File: src/rtl/hacd_reg_arbiter.sv
// hacd_reg_arbiter: shares the 32-bit HACD register port between r0 (NoC AXI-lite bridge) and r1 (internal poller).
// Latency: zero-cycle combinational path from the granted requester to s_*; grant state advances on clk_i.
// Backpressure: s_ready_i goes straight to the granted requester; the other sees ready=0. Optional stats: HACD_REG_ARB_STATS_EN.
module hacd_reg_arbiter #(
   parameter int LOCK_TIMEOUT = 16,
   parameter int CNT_W        = 16
) (
   input  logic        clk_i,
   input  logic        rst_i,
   input  logic        r0_valid_i,
   input  logic        r0_write_i,
   input  logic [3:0]  r0_wstrb_i,
   input  logic [31:0] r0_addr_i,
   input  logic [31:0] r0_wdata_i,
   input  logic        r0_lock_i,
   output logic        r0_ready_o,
   output logic [31:0] r0_rdata_o,
   input  logic        r1_valid_i,
   input  logic        r1_write_i,
   input  logic [3:0]  r1_wstrb_i,
   input  logic [31:0] r1_addr_i,
   input  logic [31:0] r1_wdata_i,
   input  logic        r1_lock_i,
   output logic        r1_ready_o,
   output logic [31:0] r1_rdata_o,
   output logic        s_valid_o,
   output logic        s_write_o,
   output logic [3:0]  s_wstrb_o,
   output logic [31:0] s_addr_o,
   output logic [31:0] s_wdata_o,
   input  logic        s_ready_i,
   input  logic [31:0] s_rdata_i,
`ifdef HACD_REG_ARB_STATS_EN
   output logic [CNT_W-1:0] grant_cnt0_o,
   output logic [CNT_W-1:0] grant_cnt1_o,
   output logic [7:0]       timeout_cnt_o,
`endif
   output logic        lock_err_o,
   output logic [1:0]  owner_o
);

   // Reject parameter values the 8-bit watchdog counter or the stats counters cannot represent.
   if (LOCK_TIMEOUT < 1 || LOCK_TIMEOUT > 255 || CNT_W < 1) begin : g_bad_param
      $error("hacd_reg_arbiter: LOCK_TIMEOUT must be 1..255 and CNT_W >= 1");
   end

   localparam logic [7:0] LOCK_LIMIT = 8'(LOCK_TIMEOUT);

   typedef enum logic [1:0] {
      ST_IDLE   = 2'd0,
      ST_BUSY   = 2'd1,
      ST_LOCKED = 2'd2
   } state_t;

   state_t      state;
   logic        own_r1;     // holder in BUSY/LOCKED: 0 = r0, 1 = r1
   logic        rr_last;    // requester that completed last: 0 = r0, 1 = r1
   logic [7:0]  lock_cnt;   // idle cycles of the lock holder while LOCKED

   logic gnt0, gnt1, sel0, sel1, owner_valid, timeout, done, cur_lock;

   // Grant decision for the current cycle; nothing is granted while reset is asserted.
   always_comb begin
      gnt0        = 1'b0;
      gnt1        = 1'b0;
      timeout     = 1'b0;
      owner_valid = own_r1 ? r1_valid_i : r0_valid_i;
      if (!rst_i) begin
         case (state)
            ST_IDLE: begin
               if (r0_valid_i && r1_valid_i) begin
                  // contention: the requester that did not go last wins
                  gnt0 = rr_last;
                  gnt1 = !rr_last;
               end else begin
                  gnt0 = r0_valid_i;
                  gnt1 = r1_valid_i;
               end
            end
            ST_BUSY: begin
               gnt0 = !own_r1;
               gnt1 = own_r1;
            end
            ST_LOCKED: begin
               if (!owner_valid && lock_cnt == LOCK_LIMIT) begin
                  // holder went quiet too long: release this cycle, grant nobody
                  timeout = 1'b1;
               end else begin
                  gnt0 = !own_r1;
                  gnt1 = own_r1;
               end
            end
            default: begin
               gnt0 = 1'b0;
               gnt1 = 1'b0;
            end
         endcase
      end
   end

   // A grant only drives the register port while the granted requester is actually presenting a beat.
   assign sel0 = gnt0 & r0_valid_i;
   assign sel1 = gnt1 & r1_valid_i;

   assign s_valid_o  = sel0 | sel1;
   assign s_write_o  = (sel0 & r0_write_i) | (sel1 & r1_write_i);
   assign s_wstrb_o  = ({4{sel0}} & r0_wstrb_i) | ({4{sel1}} & r1_wstrb_i);
   assign s_addr_o   = ({32{sel0}} & r0_addr_i) | ({32{sel1}} & r1_addr_i);
   assign s_wdata_o  = ({32{sel0}} & r0_wdata_i) | ({32{sel1}} & r1_wdata_i);

   assign r0_ready_o = sel0 & s_ready_i;
   assign r1_ready_o = sel1 & s_ready_i;
   assign r0_rdata_o = {32{sel0}} & s_rdata_i;
   assign r1_rdata_o = {32{sel1}} & s_rdata_i;

   assign done       = s_valid_o & s_ready_i;
   assign cur_lock   = (sel0 & r0_lock_i) | (sel1 & r1_lock_i);
   assign owner_o    = {gnt1, gnt0};
   assign lock_err_o = timeout;

   // Arbiter state machine: IDLE picks a requester, BUSY freezes it over a stall, LOCKED keeps it across a 64-bit pair.
   always_ff @(posedge clk_i) begin
      if (rst_i) begin
         state    <= ST_IDLE;
         own_r1   <= 1'b0;
         rr_last  <= 1'b1;
         lock_cnt <= 8'd0;
      end else begin
         case (state)
            ST_IDLE: begin
               if (gnt0 || gnt1) begin
                  own_r1 <= gnt1;
                  if (!done) begin
                     state <= ST_BUSY;
                  end else if (cur_lock) begin
                     state    <= ST_LOCKED;
                     lock_cnt <= 8'd0;
                  end else begin
                     rr_last <= gnt1;
                  end
               end
            end
            ST_BUSY: begin
               if (done) begin
                  if (cur_lock) begin
                     state    <= ST_LOCKED;
                     lock_cnt <= 8'd0;
                  end else begin
                     state   <= ST_IDLE;
                     rr_last <= own_r1;
                  end
               end
            end
            ST_LOCKED: begin
               if (timeout) begin
                  state    <= ST_IDLE;
                  rr_last  <= own_r1;
                  lock_cnt <= 8'd0;
               end else if (done) begin
                  lock_cnt <= 8'd0;
                  if (!cur_lock) begin
                     state   <= ST_IDLE;
                     rr_last <= own_r1;
                  end
               end else if (owner_valid) begin
                  lock_cnt <= 8'd0;
               end else begin
                  lock_cnt <= lock_cnt + 8'd1;
               end
            end
            default: state <= ST_IDLE;
         endcase
      end
   end

`ifdef HACD_REG_ARB_STATS_EN
   // Saturating counts of completed beats per requester and of watchdog releases.
   always_ff @(posedge clk_i) begin
      if (rst_i) begin
         grant_cnt0_o  <= '0;
         grant_cnt1_o  <= '0;
         timeout_cnt_o <= 8'd0;
      end else begin
         if (done && sel0 && grant_cnt0_o != {CNT_W{1'b1}}) grant_cnt0_o <= grant_cnt0_o + 1'b1;
         if (done && sel1 && grant_cnt1_o != {CNT_W{1'b1}}) grant_cnt1_o <= grant_cnt1_o + 1'b1;
         if (timeout && timeout_cnt_o != 8'hFF)             timeout_cnt_o <= timeout_cnt_o + 8'd1;
      end
   end
`endif

endmodule
File: config.mk
export PLATFORM = sky130hd
export DESIGN_NAME = hacd_reg_arbiter
export DESIGN_NICKNAME = d
export VERILOG_FILES = /design/src/rtl/hacd_reg_arbiter.sv
export SDC_FILE = /design/constraint.sdc
export NUM_CORES = 1
export LEC_CHECK = 0
export ABC_AREA = 1
export BUFFER_PORTS_ARGS = -buffer_cell sky130_fd_sc_hd__buf_2
export CAP_MARGIN = 20
export CORE_AREA = 2 2 124 126
export DETAILED_ROUTE_END_ITERATION = 16
export DIE_AREA = 0 0 126 128
export PLACE_DENSITY = 0.56
export RECOVER_POWER = 50
export SLEW_MARGIN = 10
export SYNTH_ARGS = -nofsm -noshare
export SYNTH_HDL_FRONTEND = slang
export SYNTH_SLANG_ARGS = --single-unit
File: constraint.sdc
create_clock -name clk_i -period 5.51 [get_ports clk_i]
set_input_delay 1.102 -clock clk_i [delete_from_list [all_inputs] [get_ports clk_i]]
set_output_delay 1.102 -clock clk_i [all_outputs]
set_load 0.02 [all_outputs]
# Word-level counts from Yosys, hierarchy flattened
# Cells that the tools add are included.
# totals
register_bits,12
in_bits,177
output_inout_bits,139
word_cells,85
# classes
add_sub_neg,1
eq_ne,10
muxes,35
bitwise_logic,23
reduce_logical,12
# op_table
op,n
bitwise AND 32 bit,6
bitwise OR 32 bit,2
2-to-1 mux 8 bit,6
one-hot mux 8 bit (3 select lines),1
2-to-1 mux 1 bit,16
2-to-1 mux 2 bit,8
bitwise AND 1 bit,9
inequality test 3 bit (second input constant),3
one-hot mux 1 bit (3 select lines),3
adder 8 x 1 -> 8 bit (second input constant),1
bitwise AND 4 bit,2
equality test 8 x 5 -> 1 bit (second input constant),1
inequality test 2 bit (second input constant),4
one-hot mux 2 bit (3 select lines),1
AND reduction 5 bit,1
bitwise OR 4 bit,1
AND reduction 2 bit,2
AND reduction 4 bit,1
logical NOT 1 bit,3
bitwise OR 1 bit,3
nonzero test 3 bit,1
equality test 2 x 1 -> 1 bit (second input constant),1
equality test 2 bit (second input constant),1
logical AND 1 bit,2
2 further kinds,2

# Logic depth before layout (Yosys ltp)
# logic_depth
depth_word,13
mapped_depth,18
depth_no_buf,18

# Worst setup path after synthesis
# Ideal clock, no wire load.
# synth_timing
path_type,input-to-output
startpoint,in r0_valid_i
endpoint,out s_wdata_o[21]
arrival_time_ns,2.376
required_ns,4.408
setup_slack_ns,2.032
cell_stages,11
path_buffers,2
path_cell_list,inv_2 -> nand2_1 -> nand2_1 -> nand3_2 -> nand3_1 -> nand3_2 -> nand2_1 -> nor2_4 -> buf_2 -> buf_4 -> a22o_1
# synth_via
elab_chain_cells,9
word_cells_on_any_way,17
classes_between,mux (9); bitwise (5); reduce/logical (3)
# synth_rtl
item,line_no,text
start: declaration,10,"input logic r0_valid_i,"
2-to-1 mux 1 bit,67,owner_valid = own_r1 ? r1_valid_i : r0_valid_i;
logical NOT 1 bit,85,if (!owner_valid && lock_cnt == LOCK_LIMIT) begin
logical AND 1 bit,85,
2-to-1 mux 1 bit,85,
one-hot mux 1 bit (3 select lines),69,case (state)
2-to-1 mux 1 bit,68,if (!rst_i) begin
bitwise AND 1 bit (on tied branches),"102, 103",
bitwise AND 32 bit,109,assign s_wdata_o = ({32{sel0}} & r0_wdata_i) | ({32{sel1}} & r1_wdata_i);
bitwise OR 32 bit *,109,
end: declaration,30,"output logic [31:0] s_wdata_o,"
# Mark *: on every way between the ends. The rest lies on a longest branch, timed or not.

# Worst setup path in the final report
# layout_timing
startpoint,in r1_valid_i
endpoint,out s_addr_o[21]
# layout_via
elab_chain_cells,9
word_cells_on_any_way,17
classes_between,mux (9); bitwise (5); reduce/logical (3)
# layout_rtl
item,line_no,text
start: declaration,18,"input logic r1_valid_i,"
2-to-1 mux 1 bit,67,
logical NOT 1 bit,85,
logical AND 1 bit,85,
2-to-1 mux 1 bit,85,
one-hot mux 1 bit (3 select lines),69,
2-to-1 mux 1 bit,68,
bitwise AND 1 bit (on tied branches),"102, 103",
bitwise AND 32 bit,108,assign s_addr_o = ({32{sel0}} & r0_addr_i) | ({32{sel1}} & r1_addr_i);
bitwise OR 32 bit *,108,
end: declaration,29,"output logic [31:0] s_addr_o,"
# Marks and branches as above.

==> metrics <==
Mapped Nets=538; largest net degree at the start of global routing=58; Net Sw Power=769 uW; WHS Endpoint=lock_cnt[7]$_SDFFE_PP0P_; Peak VDD IR=about 180 uV; relative slew slack=59.1%; fillers=1,760; clock group share of total power=a little under an eighth; startpoint types=primary input; pwr/cell area=343 nW/um^2; final hold viol count=0; final instance area=3820 sq um; final worst-path cycle share=between 80% and 90%; number of I/O port buffers=315; post-route setup TNS=0 ns; DRT antenna net count=0; clock skew=~0.0048 ns; power share of the combinational group=78.1%; initial antenna violation count=4; first-pass GRT wire length=22.1 mm; Hold Crit Start=lock_cnt[7]$_SDFFE_PP0P_; Rows=45; via/cell ratio=approximately 4.4; die width=roughly 130 um; clock net sink count=12; Mean Syn Cell Area=5.92 sq um; CTS H-tree lvls=1; non-filler cells, final=839; fraction of registers with async set or reset after synthesis=0%; MaxCap Viol Count=0; XOR/XNOR Fraction of Synth Area=less than 1%; Final Core Density=25.7%; Register Area=240 sq um; #FFs+latches synth=12; proportion of layout cells with a drive suffix above 1=between 40% and 50%; die height=roughly 130 um; Setup crit end kind=primary output; Pre-Repair DR Iteration Count=5; hold path cells=2; die footprint=16,100 sq um; vias post-DR=3,652; Mapped Area=2100 sq um; Avg WL per Cell=just over 20 um; root buf cell=clkbuf_16; top cell type's share of synthesized area=between 20% and 30%; cts bufs inserted=3; GRT Util Overall=between 10% and 20%; Final nets=835; worst r2r path cells=13; min cycle time layout=between 4 and 5 ns; Max Clk Rate=about 0.22 GHz; mux cell area share after synthesis=0%; Post-synth top cells=nor2_1, a22o_1, inv_1; worst skew pair latency=around 0.25 ns; Tightest Hold Check Type=reg -> reg; P_int=539 uW; FF-to-FF Start=lock_cnt[0]$_SDFFE_PP0P_; Starting Density=14.1%; vias in the first global route=approximately 3,200; RSZ-0062 raised after global routing=false; Ports=316; dpl cell area=3820 sq um; Floorplan Core Area=around 15,000 sq um; Hold WS=between 0.4 and 0.5 ns; Yosys warnings=0; r2r setup slk=2.93 ns; ys flop type=dfxtp_1; area of the multi-input gates=1460 sq um; most common cell in the synthesized netlist=nor2_1; r2r endpoint=lock_cnt[1]$_SDFFE_PP0P_; WS Path Type=in -> out; top post-synthesis cells by area=a22o_1, nor2_1, dfxtp_1; Clock Path Buffers=2; post-synthesis simple-gate area fraction=30.1%; initial drt markers=~160; leakage power=0.00233 uW; Overflow after GRT=0; CTS tree=built; final wirelength=16.9 mm; Least-Margin Pin Slew=0.612 ns; main combinational cell family by area after synthesis=compound AO/OA/AOI/OAI gates; post-synthesis compound-gate area fraction=35.6%; hold_buf cts=0; Reg power frac=10.2%; Gate Count Post-Synth=around 360; status=completed; final setup vio count=0; CTS resizes=0; EDFF count, synth=0; DRC=0; leading area contributor after synthesis=a22o_1; Yosys cell types=27; Critical Path AT=3.44 ns; RD Place Congestion=around 1.0; Worst Path Max Fanout=between 40 and 50; antenna diode count=0; Synth-to-Final Area Change=81.7%; clk slew on worst S/H paths=0.05 ns; switching share of power=58.8%; max-slew violations=0; dpl cells=835; sequential element share of the synthesized area=~11%; post-CTS setup buffer count=0; Critical Path RT=around 4.4 ns; Adder-Cell Fraction of Synth Area=3.57%; placed wire-length estimate=14.8 mm
worst max-delay path: stages:
cell      delay [ns]
clkbuf_1        0.19
inv_1           0.13
nand2_1         0.08
nand2_1         0.07
nand3_1         0.15
nand3_1         0.11
nand3_2         0.10
nand2_1         0.12
nor2_4          0.51
buf_12          0.29
a22o_1          0.18
clkbuf_1        0.34
power by group through the flow:
| stage | Clock, uW | Sequential [uW] | Combinational, uW |
|---|---|---|---|
| final | 154 | 133 | 1020 |
| after global placement | 0 | 135 | 1060 |
| after detailed placement | 0 | 135 | 1050 |
| after global routing | 159 | 138 | 1110 |
| after CTS | 155 | 133 | 1050 |
| after floorplan | 0 | 131 | 674 |
cells by family after synthesis:
| family | count (synthesis) |
|---|---|
| DFF | 12 |
| xor gates and xnor gates | 2 |
| AOI/OAI and AO/OA | 96 |
| buffers and inverters | 93 |
| and+or+nand+nor | 146 |
| adders and majority gates | 6 |
cell type report:
type | count | share of cell area, %
Clock buffer | 4 | 2.33
Multi-Input combinational cell | 250 | 38.2
Inverter | 68 | 6.68
Timing Repair Buffer | 317 | 40.3
Sequential cell | 12 | 6.29
Tap cell | 188 | 6.16
worst max path at each step:
stage	start	end	slack [ns]
after floorplan	r0_valid_i	s_wdata_o[21]	2.03
after global placement	r0_valid_i	r1_rdata_o[17]	1.26
after detailed placement	r0_valid_i	r1_rdata_o[13]	1.23
after CTS	r0_valid_i	r1_rdata_o[13]	1.23
after global routing	r1_valid_i	s_addr_o[21]	0.73
final	r1_valid_i	s_addr_o[21]	0.97
registers in the layout, indices dropped and copies added, names as in the netlist:
register and flops:
lock_cnt 8, own_r1 1, rr_last 1, state 2
per-stage QoR:
| step | total power, uW | worst slack [ns] |
|---|---|---|
| after floorplan | 805 | 2.03 |
| after global placement | 1190 | 1.26 |
| after detailed placement | 1180 | 1.23 |
| after CTS | 1340 | 1.23 |
| after global routing | 1400 | 0.728 |
| final | 1310 | 0.969 |
placed cells by master (no fill, tap or decap), types with 3 or more instances in the layout:
cell,synthesis,final
o21ai_0,3,5
a22o_1,69,69
o21ai_1,6,4
a21oi_1,14,14
inv_2,8,6
nor2_1,80,80
buf_2,13,254
nor3_1,4,4
clkbuf_1,7,61
inv_1,60,62
dfxtp_1,12,12
clkbuf_16,0,3
nand3_1,8,11
ha_1,6,6
nand2_1,41,41
per-layer routing:
layer  vias up  track usage [%]  routed length, um
met1      1661             24.5               7060
met5         -                0                 53
li1       1768                -                  -
met3        12             10.6               2430
met4         8            0.970                 36
met2       203             28.1               7290
Note: power is estimated with default switching activity, not from simulation.
